==> config.mk <==
export PLATFORM = sky130hd
export DESIGN_NAME = instr_line_fetch
export DESIGN_NICKNAME = d
export VERILOG_FILES = /design/src/rtl/instr_line_fetch.sv
export SDC_FILE = /design/constraint.sdc
export NUM_CORES = 1
export LEC_CHECK = 0
export ABC_AREA = 1
export CAP_MARGIN = 20
export CORE_AREA = 10 10 279 281
export DETAILED_ROUTE_END_ITERATION = 8
export DIE_AREA = 0 0 289 291
export PLACE_DENSITY = 0.64
export SLEW_MARGIN = 20
export SYNTH_ARGS = -nofsm -noshare
export SYNTH_HDL_FRONTEND = slang
export SYNTH_SLANG_ARGS = --single-unit
==> constraint.sdc <==
create_clock -name clk -period 24.3 [get_ports clk]
set_input_delay 7.29 -clock clk [delete_from_list [all_inputs] [get_ports clk]]
set_output_delay 7.29 -clock clk [all_outputs]
set_load 0.005 [all_outputs]
==> src/rtl/instr_line_fetch.sv <==
// Instruction line fetch: AXI4 INCR burst read master that assembles
// BEATS read beats into one instruction-cache line.
module instr_line_fetch #(
  parameter int ADDR_WIDTH = 64,
  parameter int DATA_WIDTH = 64,
  parameter int LINE_WIDTH = 512
) (
  input  logic                  clk,
  input  logic                  arst,
  input  logic                  i_start_read,
  input  logic [ADDR_WIDTH-1:0] i_addr,
  output logic [ADDR_WIDTH-1:0] o_araddr,
  output logic [7:0]            o_arlen,
  output logic [2:0]            o_arsize,
  output logic [1:0]            o_arburst,
  output logic                  o_arvalid,
  input  logic                  i_arready,
  input  logic [DATA_WIDTH-1:0] i_rdata,
  input  logic [1:0]            i_rresp,
  input  logic                  i_rlast,
  input  logic                  i_rvalid,
  output logic                  o_rready,
  output logic [LINE_WIDTH-1:0] o_line,
  output logic                  o_read_last,
  output logic                  o_error,
  output logic                  o_busy
);

  localparam int BEATS = LINE_WIDTH / DATA_WIDTH;
  localparam int CNT_W = (BEATS > 1) ? $clog2(BEATS) : 1;
  localparam int OFF_W = $clog2(LINE_WIDTH / 8);
  localparam int SIZE  = $clog2(DATA_WIDTH / 8);
  localparam logic [CNT_W-1:0] LAST = CNT_W'(BEATS - 1);

  typedef enum logic [1:0] {
    IDLE,
    ADDR,
    DATA,
    DONE
  } state_t;

  state_t           state;
  state_t           state_n;
  logic [CNT_W-1:0] cnt;
  logic [CNT_W-1:0] cnt_n;
  logic             err;
  logic             err_n;
  logic             load;
  logic             take;
  logic             is_last;
  logic             beat_bad;

  assign o_arlen   = 8'(BEATS - 1);
  assign o_arsize  = 3'(SIZE);
  assign o_arburst = 2'b01;

  // o_rready is high exactly while in DATA
  assign take     = o_rready & i_rvalid;
  assign is_last  = (cnt == LAST);
  assign beat_bad = i_rresp[1] | (i_rlast != is_last);

  always_comb begin
    state_n = state;
    cnt_n   = cnt;
    err_n   = err;
    load    = 1'b0;
    unique case (state)
      IDLE: begin
        if (i_start_read) begin
          state_n = ADDR;
          cnt_n   = '0;
          err_n   = 1'b0;
          load    = 1'b1;
        end
      end
      ADDR: begin
        if (i_arready) begin
          state_n = DATA;
        end
      end
      DATA: begin
        if (take) begin
          cnt_n = cnt + 1'b1;
          err_n = err | beat_bad;
          // beat count, not rlast, ends the burst
          if (is_last) begin
            state_n = DONE;
          end
        end
      end
      DONE: begin
        state_n = IDLE;
      end
      default: begin
        state_n = IDLE;
      end
    endcase
  end

  always_ff @(posedge clk or posedge arst) begin
    if (arst) begin
      state       <= IDLE;
      cnt         <= '0;
      err         <= 1'b0;
      o_araddr    <= '0;
      o_line      <= '0;
      o_arvalid   <= 1'b0;
      o_rready    <= 1'b0;
      o_read_last <= 1'b0;
      o_error     <= 1'b0;
      o_busy      <= 1'b0;
    end else begin
      state       <= state_n;
      cnt         <= cnt_n;
      err         <= err_n;
      o_arvalid   <= (state_n == ADDR);
      o_rready    <= (state_n == DATA);
      o_read_last <= (state_n == DONE);
      o_error     <= (state_n == DONE) & err_n;
      o_busy      <= (state_n != IDLE);
      if (load) begin
        o_araddr <= {i_addr[ADDR_WIDTH-1:OFF_W], {OFF_W{1'b0}}};
      end
      if (take) begin
        o_line[cnt*DATA_WIDTH +: DATA_WIDTH] <= i_rdata;
      end
    end
  end

endmodule

== Yosys cells after proc, flatten, opt, wreduce, memory -nomap -nowiden ==
Index checks and enable logic that the tools add are counted.

* Output and inout port bits: 594
* Register bits: 581
* Word-level logic and storage cells: 46
* Bits of input ports: 136

* Reductions and logical operators: 4
* Shifts and indexed selects: 2
* $add $sub $neg: 2
* Equal/unequal tests: 10
* Bitwise gates (word level): 4
* Multiplexer cells: 14

{| class="wikitable"
|+ Operators with widths
! cell !! number
|-
| $bwmux W512 || 1
|-
| $shift A64 B34 Y512 const A || 1
|-
| $shiftx A64 B34 Y512 || 1
|-
| $neg A9 Y34 || 1
|-
| $eq A2 B2 Y1 const B || 4
|-
| $mux W2 || 4
|-
| $pmux W2 S4 || 1
|-
| $mux W3 || 2
|-
| $pmux W3 S2 || 1
|-
| $eq A2 B1 Y1 const B || 2
|-
| $mux W1 || 4
|-
| $ne A2 B2 Y1 const B || 2
|-
| $reduce_bool A2 Y1 || 2
|-
| $add A3 B1 Y3 const B || 1
|-
| $eq A3 B3 Y1 const B || 1
|-
| $reduce_and A3 Y1 || 1
|-
| $and A1 B1 Y1 || 2
|-
| $logic_not A2 Y1 || 1
|-
| $or A1 B1 Y1 || 2
|-
| $pmux W1 S2 || 1
|-
| $ne A1 B1 Y1 || 1
|}

== Longest topological paths before layout ==
* Depth in word-level cells: 7
* Mapped depth: 11
* Mapped depth without buffers: 10

== Worst setup path after synthesis ==
OpenSTA, ideal clock, no wires.

* Path kind: input port to flip-flop
* From: in i_rvalid
* To: reg o_line[64]
* Cell stages on the path: 6
* Buffers on the path: 2
* Required time: 24.217 ns
* Arrival: 8.227 ns
* Setup slack: 15.991 ns
* Setup time: 0.083 ns
* Cells stage by stage: nand2_1 -> inv_2 -> buf_2 -> buf_1 -> nand4_1 -> o21ai_0

* Longest elaborated chain between the ends: 1

{| class="wikitable"
|+ RTL lines
! what !! line !! RTL
|-
| start, declared || 21 || <nowiki>input logic i_rvalid,</nowiki>
|-
| $and A1 B1 Y1 || 58 || <nowiki>assign take = o_rready & i_rvalid;</nowiki>
|-
| end signal, assigned by index || 125 || <nowiki>o_line[cnt*DATA_WIDTH +: DATA_WIDTH] <= i_rdata;</nowiki>
|-
| end, declared || 23 || <nowiki>output logic [LINE_WIDTH-1:0] o_line,</nowiki>
|}

Every way passes these cells.
A chain may end at the register's enable or synchronous reset.

==> qor.yml <==
grt.overflow.total: 0
seq_area_frac_synth_pct: 59.7
postCtsSetupBuffers: 0
area_growth_pct: 40.8
nFillCells: 7015
drt-total-wl_mm: 109
r2r_start: "cnt[1]$_DFFE_PP0P_"
syn_area_sq_um: 24400
initial_core_util_pct: 33.7
path_max_fanout: 108
critPathMaxStageDelay_ns: 0.80
yosysUniqueCellTypes: 24
cts_tree: "done"
peakVddDrop_mv: 0.0634
fmax_mhz: 97.9
worstMarginPinSlew_ns: 1.07
status: "finished clean"
grt_start_max_net_pins: 158
worst_ep_arrival_time_ns: 10.76
synth_mux_area_share_pct: 0
cts_made_buffers: 69
synth_fa_ha_area_share_pct: 0.205
gp_congestion: 0.827
switching_share_pct: 35.3
portBuffers: 703
insertion_delay_ns: 0.62
synth_seq_cells: 581
timing.slew.headroom_pct: 28.4
combPwrFrac_pct: 30.7
crit_top_cell: "buf_4"
finalSetupTns_ns: 0
htreeDepth: 3
min_delay_worst_endpoint: "o_line[155]$_DFFE_PP0P_"
period_share_pct: 42.0
hold_viol_final: 0
detail_route.vias_per_cell: 4.89
grt.total_usage_pct: 25.2
grt_first_pass_wirelength_mm: 157
diodes: 0
maxCapViolations: 0
path_cells: "clkdlybuf4s50_1 -> inv_8 -> buf_4 -> buf_4 -> buf_4"
rows: 99
hold_buffers: 0
leakage_nw: 16.4
crit_required_ns: 24.85
rsz0062_at_grt: "false"
synth_top_family_by_area: "simple AND/OR/NAND/NOR gates"
power_switching_mw: 1.15
r2r_end: "o_line[444]$_DFFE_PP0P_"
whs_ns: 0.465
slowest_stage: "buf_4"
setup_viol: 0
core_sq_um: 72300
startpoint: "arst"
cp-start-kind: "primary input"
drt_iter0_drc: 1880
dp_hpwl_mm: 75.2
cts_resized: 0
clock_path_buffers: 3
io_pins: 730
finish.utilization_pct: 47.4
die-area_sq_um: 84100
synth_compound_gate_area_share_pct: 6.68
critPathKind: "primary input to async pin"
antenna_found_initial: 3
drive_gt1_share_pct: 4.73
root_buffer: "clkbuf_16"
cts_sinks: 581
dr.pass1.iters: 8
clockPowerShare_pct: 32.7
skew_ns: 0.0315
synth_enable_flop_cells: 0
p_int_mw: 2.11
syn_area_per_cell_sq_um: 8.40
vias: 22100
reg2reg_depth: 9
clk_pin_slew_ns: 0.06
hold_depth: 2
ant_nets: 0
drcViolationCount: 0
seq_power_share_pct: 36.6
grt_pass1_vias: 21600
nNetsFinal: 3662
rrSetupSlack_ns: 20.89
synth_simple_gate_area_share_pct: 26.2
synth_ff_type: "dfrtp_1"
synthArstFlopShare_pct: 100
p_per_area_nw_per_um2: 94.9
syn-instance-count: 2901
synth_xor_area_share_pct: 0
finalMaxSlewViolations: 0
ys_warn_count: 0
min_from: "o_line[155]$_DFFE_PP0P_"
hp-class: "flip-flop to flip-flop"
wl_per_cell_microns: 24.0
end_kind: "async pin"
die_w_microns: 289
fp.dieH_microns: 291
period_needed_ns: 10.21
[worst max-delay path: cells and delay by family]
kind     cells  cell delay, ns
buf+inv      5            3.30
[how the worst max path moves through the flow]
stage	slack, ns	endpoint
after CTS	13.90	cnt[0]$_DFFE_PP0P_
after global placement	13.23	cnt[0]$_DFFE_PP0P_
after global routing	13.54	cnt[0]$_DFFE_PP0P_
after detailed placement	13.24	cnt[0]$_DFFE_PP0P_
final	14.09	cnt[0]$_DFFE_PP0P_
after floorplan	0.75	cnt[0]$_DFFE_PP0P_
[state kept, by name, summed over array words and instances, names as in the netlist]
signal	flops
cnt	3
err	1
o_araddr	58
o_arvalid	1
o_busy	1
o_error	1
o_line	512
o_read_last	1
o_rready	1
state	2
[logic make-up (layout without fill, tap and decap cells)]
logic type / Yosys count / in the layout
fa+ha+maj: 4 / 4
buf+inv: 399 / 1054
simple gates: 1590 / 1590
compound gates: 325 / 325
flops: 581 / 581
other cells: 2 / 19
[power by group through the flow]
stage	clock [mW]	sequential [mW]	combinational, mW
final	1.06	1.19	0.999
after global routing	1.12	1.21	1.09
after CTS	1.08	1.19	1.02
after detailed placement	0	1.20	1.02
after global placement	0	1.20	1.01
after floorplan	0	1.21	0.410
[final cells by class]
class | count | area, sq um | share of cell area (%)
sequential | 581 | 14500 | 42.4
inverter | 195 | 743 | 2.17
tap | 959 | 1200 | 3.50
timing repair buffer | 737 | 7310 | 21.3
clock inverter | 20 | 280 | 0.817
clock buffer | 102 | 2020 | 5.90
multi-input combinational | 1938 | 8210 | 23.9
[placed cells by master (no fill, tap or decap), types with 6 or more instances in the layout]
| cell type | instances |
|---|---|
| clkbuf_8 | 13 |
| inv_1 | 188 |
| nor3_1 | 59 |
| clkinv_2 | 8 |
| buf_4 | 32 |
| o21ai_1 | 107 |
| conb_1 | 19 |
| clkbuf_16 | 71 |
| nor2_1 | 141 |
| nand3_1 | 129 |
| clkbuf_1 | 18 |
| o21ai_0 | 218 |
| dfrtp_1 | 580 |
| nand3_4 | 6 |
| nand2_1 | 1222 |
| nand4_1 | 18 |
| clkdlybuf4s50_1 | 703 |
[through the flow]
step / setup slack, ns / total power, mW / instance area (sq um) / std cells
floorplan: 0.754 / 1.62 / 24400 / 2918
global placement: 13.23 / 2.21 / 32000 / 4410
global route: 13.54 / 3.42 / 34300 / 4532
finish: 14.09 / 3.26 / 34300 / 4532
CTS: 13.90 / 3.29 / 34300 / 4532
detailed placement: 13.24 / 2.22 / 32000 / 4410
[routing by layer]
metal	track usage [%]	vias up	share of wire (%)
li1	-	10300	-
met1	29.8	10800	38
met2	42.1	942	48
met3	7.53	167	9.5
met4	10.2	2	4.2
met5	0	-	0.0064
[cells in the mapped netlist (4+ instances only)]
cell type	number	area (sq um)
inv_1	190	713
buf_2	86	430
ha_1	4	50.1
clkbuf_1	63	236
o21ai_0	218	1090
inv_2	5	18.8
nand3_1	133	666
dfrtp_1	581	14500
nor3_1	59	295
nand4_1	18	113
nand2_1	1225	4600
buf_4	38	285
nand3_2	4	40.0
nor2_1	142	533
buf_1	13	48.8
o21ai_1	107	536
(Power assumes the default switching activity.)
==> edit: new RTL, config.mk and constraints unchanged <==
The parameter `DATA_WIDTH` goes from 64 to 128.
--- a/src/rtl/instr_line_fetch.sv
+++ b/src/rtl/instr_line_fetch.sv
@@ -4,3 +4,3 @@
   parameter int ADDR_WIDTH = 64,
-  parameter int DATA_WIDTH = 64,
+  parameter int DATA_WIDTH = 128,
   parameter int LINE_WIDTH = 512
Interface: changed (resized i_rdata); port bits go from 730 to 794. No check against the original RTL was run, so the function may have changed too.
==> edit against the unedited design <==
  * Hold slack better by 3.7 ps
  * Sequential share of layout area is 0.075 points higher
  * Wire length is 5.7% lower
  * Sequential cell count decreased by 1
  * Worst setup slack better by 12 ps
  * Largest cell class unchanged
  * Final area is 0.33% lower
  * Clock power about the same
  * Global-route usage fell by 1.7 points
  * Count of clock-buffer cells in the layout decreased by 7
  * Synthesized area down 3.0%
  * Register-to-register slack worse by 630 ps
  * Combinational power decreased by 16%
  * Power down 4.6%
  * Fmax up 0.12%
==> edit: results (changes against the unedited design) <==
* Port Buffer Count: 767 (+9.1%)
- The worst voltage drop across the vdd grid was 0.06462 mV (+1.9%).
- The final RePlAce weighted congestion came to 0.8327 (+0.69%).
- The path with the worst hold slack has its endpoint at o_araddr[38].
- The number of nets at the end of the flow is 3549 (-3.1%).
- Count of different cell masters after synthesis: 22 (-8.3%)
* Dpl cells: 4236 (-3.9%)
- Number of CTS-inserted buffers: 66 (-4.3%)
- Detail Placement HPWL: 68.34 mm (-9.2%)
- The maximum number of pins on one net before global-route repair came to 148 (-6.3%).
- CP max FO: 144 (+33%)
* Cell depth of the worst flop-to-flop path: 8 (-1)
* Average wire per cell in the routed design: 23.53 um (-2.1%)
- The worst-case clock skew came to 27.11 ps (-4.357 ps).
- First-pass iteration count of the detailed router: 5 (-3)
- The via-per-instance ratio is 4.966 (+1.6%).
* Routed wire length: 102.6 mm (-5.7%)
* Worst hold path startpoint: o_araddr[38]
- In the final layout, the registers with the most flip-flops are o_line: 512 flops, o_araddr: 58 flops.
- The complex-gate fraction of the synthesized area came to 12.97% (+6.3 points).
* Outcome: completed
- Data arrival at the endpoint of the critical path: 10710 ps (-50 ps)
* First-pass GRT wire length: 149.5 mm (-4.5%)
- Setup Slack @ Placement: 13320 ps (+78.20 ps)
- Worst rel slew slack: 21.74% (-6.7 points)
- The slack of the worst reg-to-reg path came to 20260 ps (-630 ps).
- The register area share after synthesis is 61.40% (+1.7 points).
- Number of global-route vias before repair: 21435 (-0.91%)
* P_leak: 16.18 nW (-1.1%)
- Most common library cells after synthesis: nand2_1 (985), dfrtp_1 (580), o21ai_0 (580)
- The worst register-to-register path begins at cnt[0].
* Number of DRC markers in iteration 0: 1656 (-12%)
edit: cell types whose count changed in the layout (fill, tap and decap cells not counted), moves of 6 or more:
cell | before | now
nor2_1 | 141 | 6
nor3_1 | 59 | 0
nand3_1 | 129 | 160
o21ai_0 | 218 | 580
nand4_1 | 18 | 2
o21ai_1 | 107 | 30
clkdlybuf4s50_1 | 703 | 767
clkinv_2 | 8 | 14
nand2_1 | 1222 | 984
inv_1 | 188 | 92
edit: routing by layer:
metal	share of wire (%)	up-vias	GRT usage, %
li1	-	9958	-
met1	39	10609	28.79
met2	47	910	38.04
met3	9.1	179	6.826
met4	4.2	0	10.05
met5	0	-	0
edit: kinds of logic (layout without fill, tap and decap cells):
kind of cell / Yosys count / in the layout
adders and majority gates: 4 / 4
DFF: 580 / 580
other: 2 / 23
and+or+nand+nor: 1164 / 1164
buffers and inverters: 325 / 1019
AOI/OAI and AO/OA: 612 / 612
edit: worst max path at each step:
stage | startpoint | endpoint | slack (ps) | cells past startpoint
2_1_floorplan | arst | cnt[0] | 780 | 1
3_3_place_gp | i_rvalid | o_line[466] | 13400 | 8
3_5_place_dp | i_rvalid | o_line[503] | 13320 | 8
4_1_cts | i_rvalid | o_line[503] | 13960 | 8
5_1_grt | i_rvalid | o_line[460] | 13790 | 8
6_report | i_rvalid | o_line[459] | 14100 | 8
edit: power by group:
| group | internal, mW | switching (mW) | leakage [nW] |
|---|---|---|---|
| clock network | 0.623 | 0.436 | 1.13 |
| registers | 1.11 | 0.0907 | 7.83 |
| logic | 0.363 | 0.481 | 7.21 |
| total | 2.10 | 1.01 | 16.2 |
edit: worst max-delay path, cell delays in order:
cell             delay, ps
clkdlybuf4s50_1        550
nand2_8                640
nor2_4                  10
buf_4                  340
inv_4                  740
buf_4                  760
nand2_1                110
o21ai_0                110
edit: final cells by class:
cell class	count	area, sq um
inverters	100	394.1
multi-input cells	1799	7856
fillers	6965	38140
well taps	959	1200
flip-flops and latches	580	14520
clock inverters	26	369.1
clock buffers	95	1922
diodes	4	10.01
repair buffers	798	7926
edit: through the flow:
step           hold slack, ps  instance area [sq um]
2_1_floorplan           465.4                  23700
3_3_place_gp            454.2                  31890
3_5_place_dp            458.2                  31890
4_1_cts                 472.4                  34180
5_1_grt                 481.4                  34190
6_report                468.8                  34200
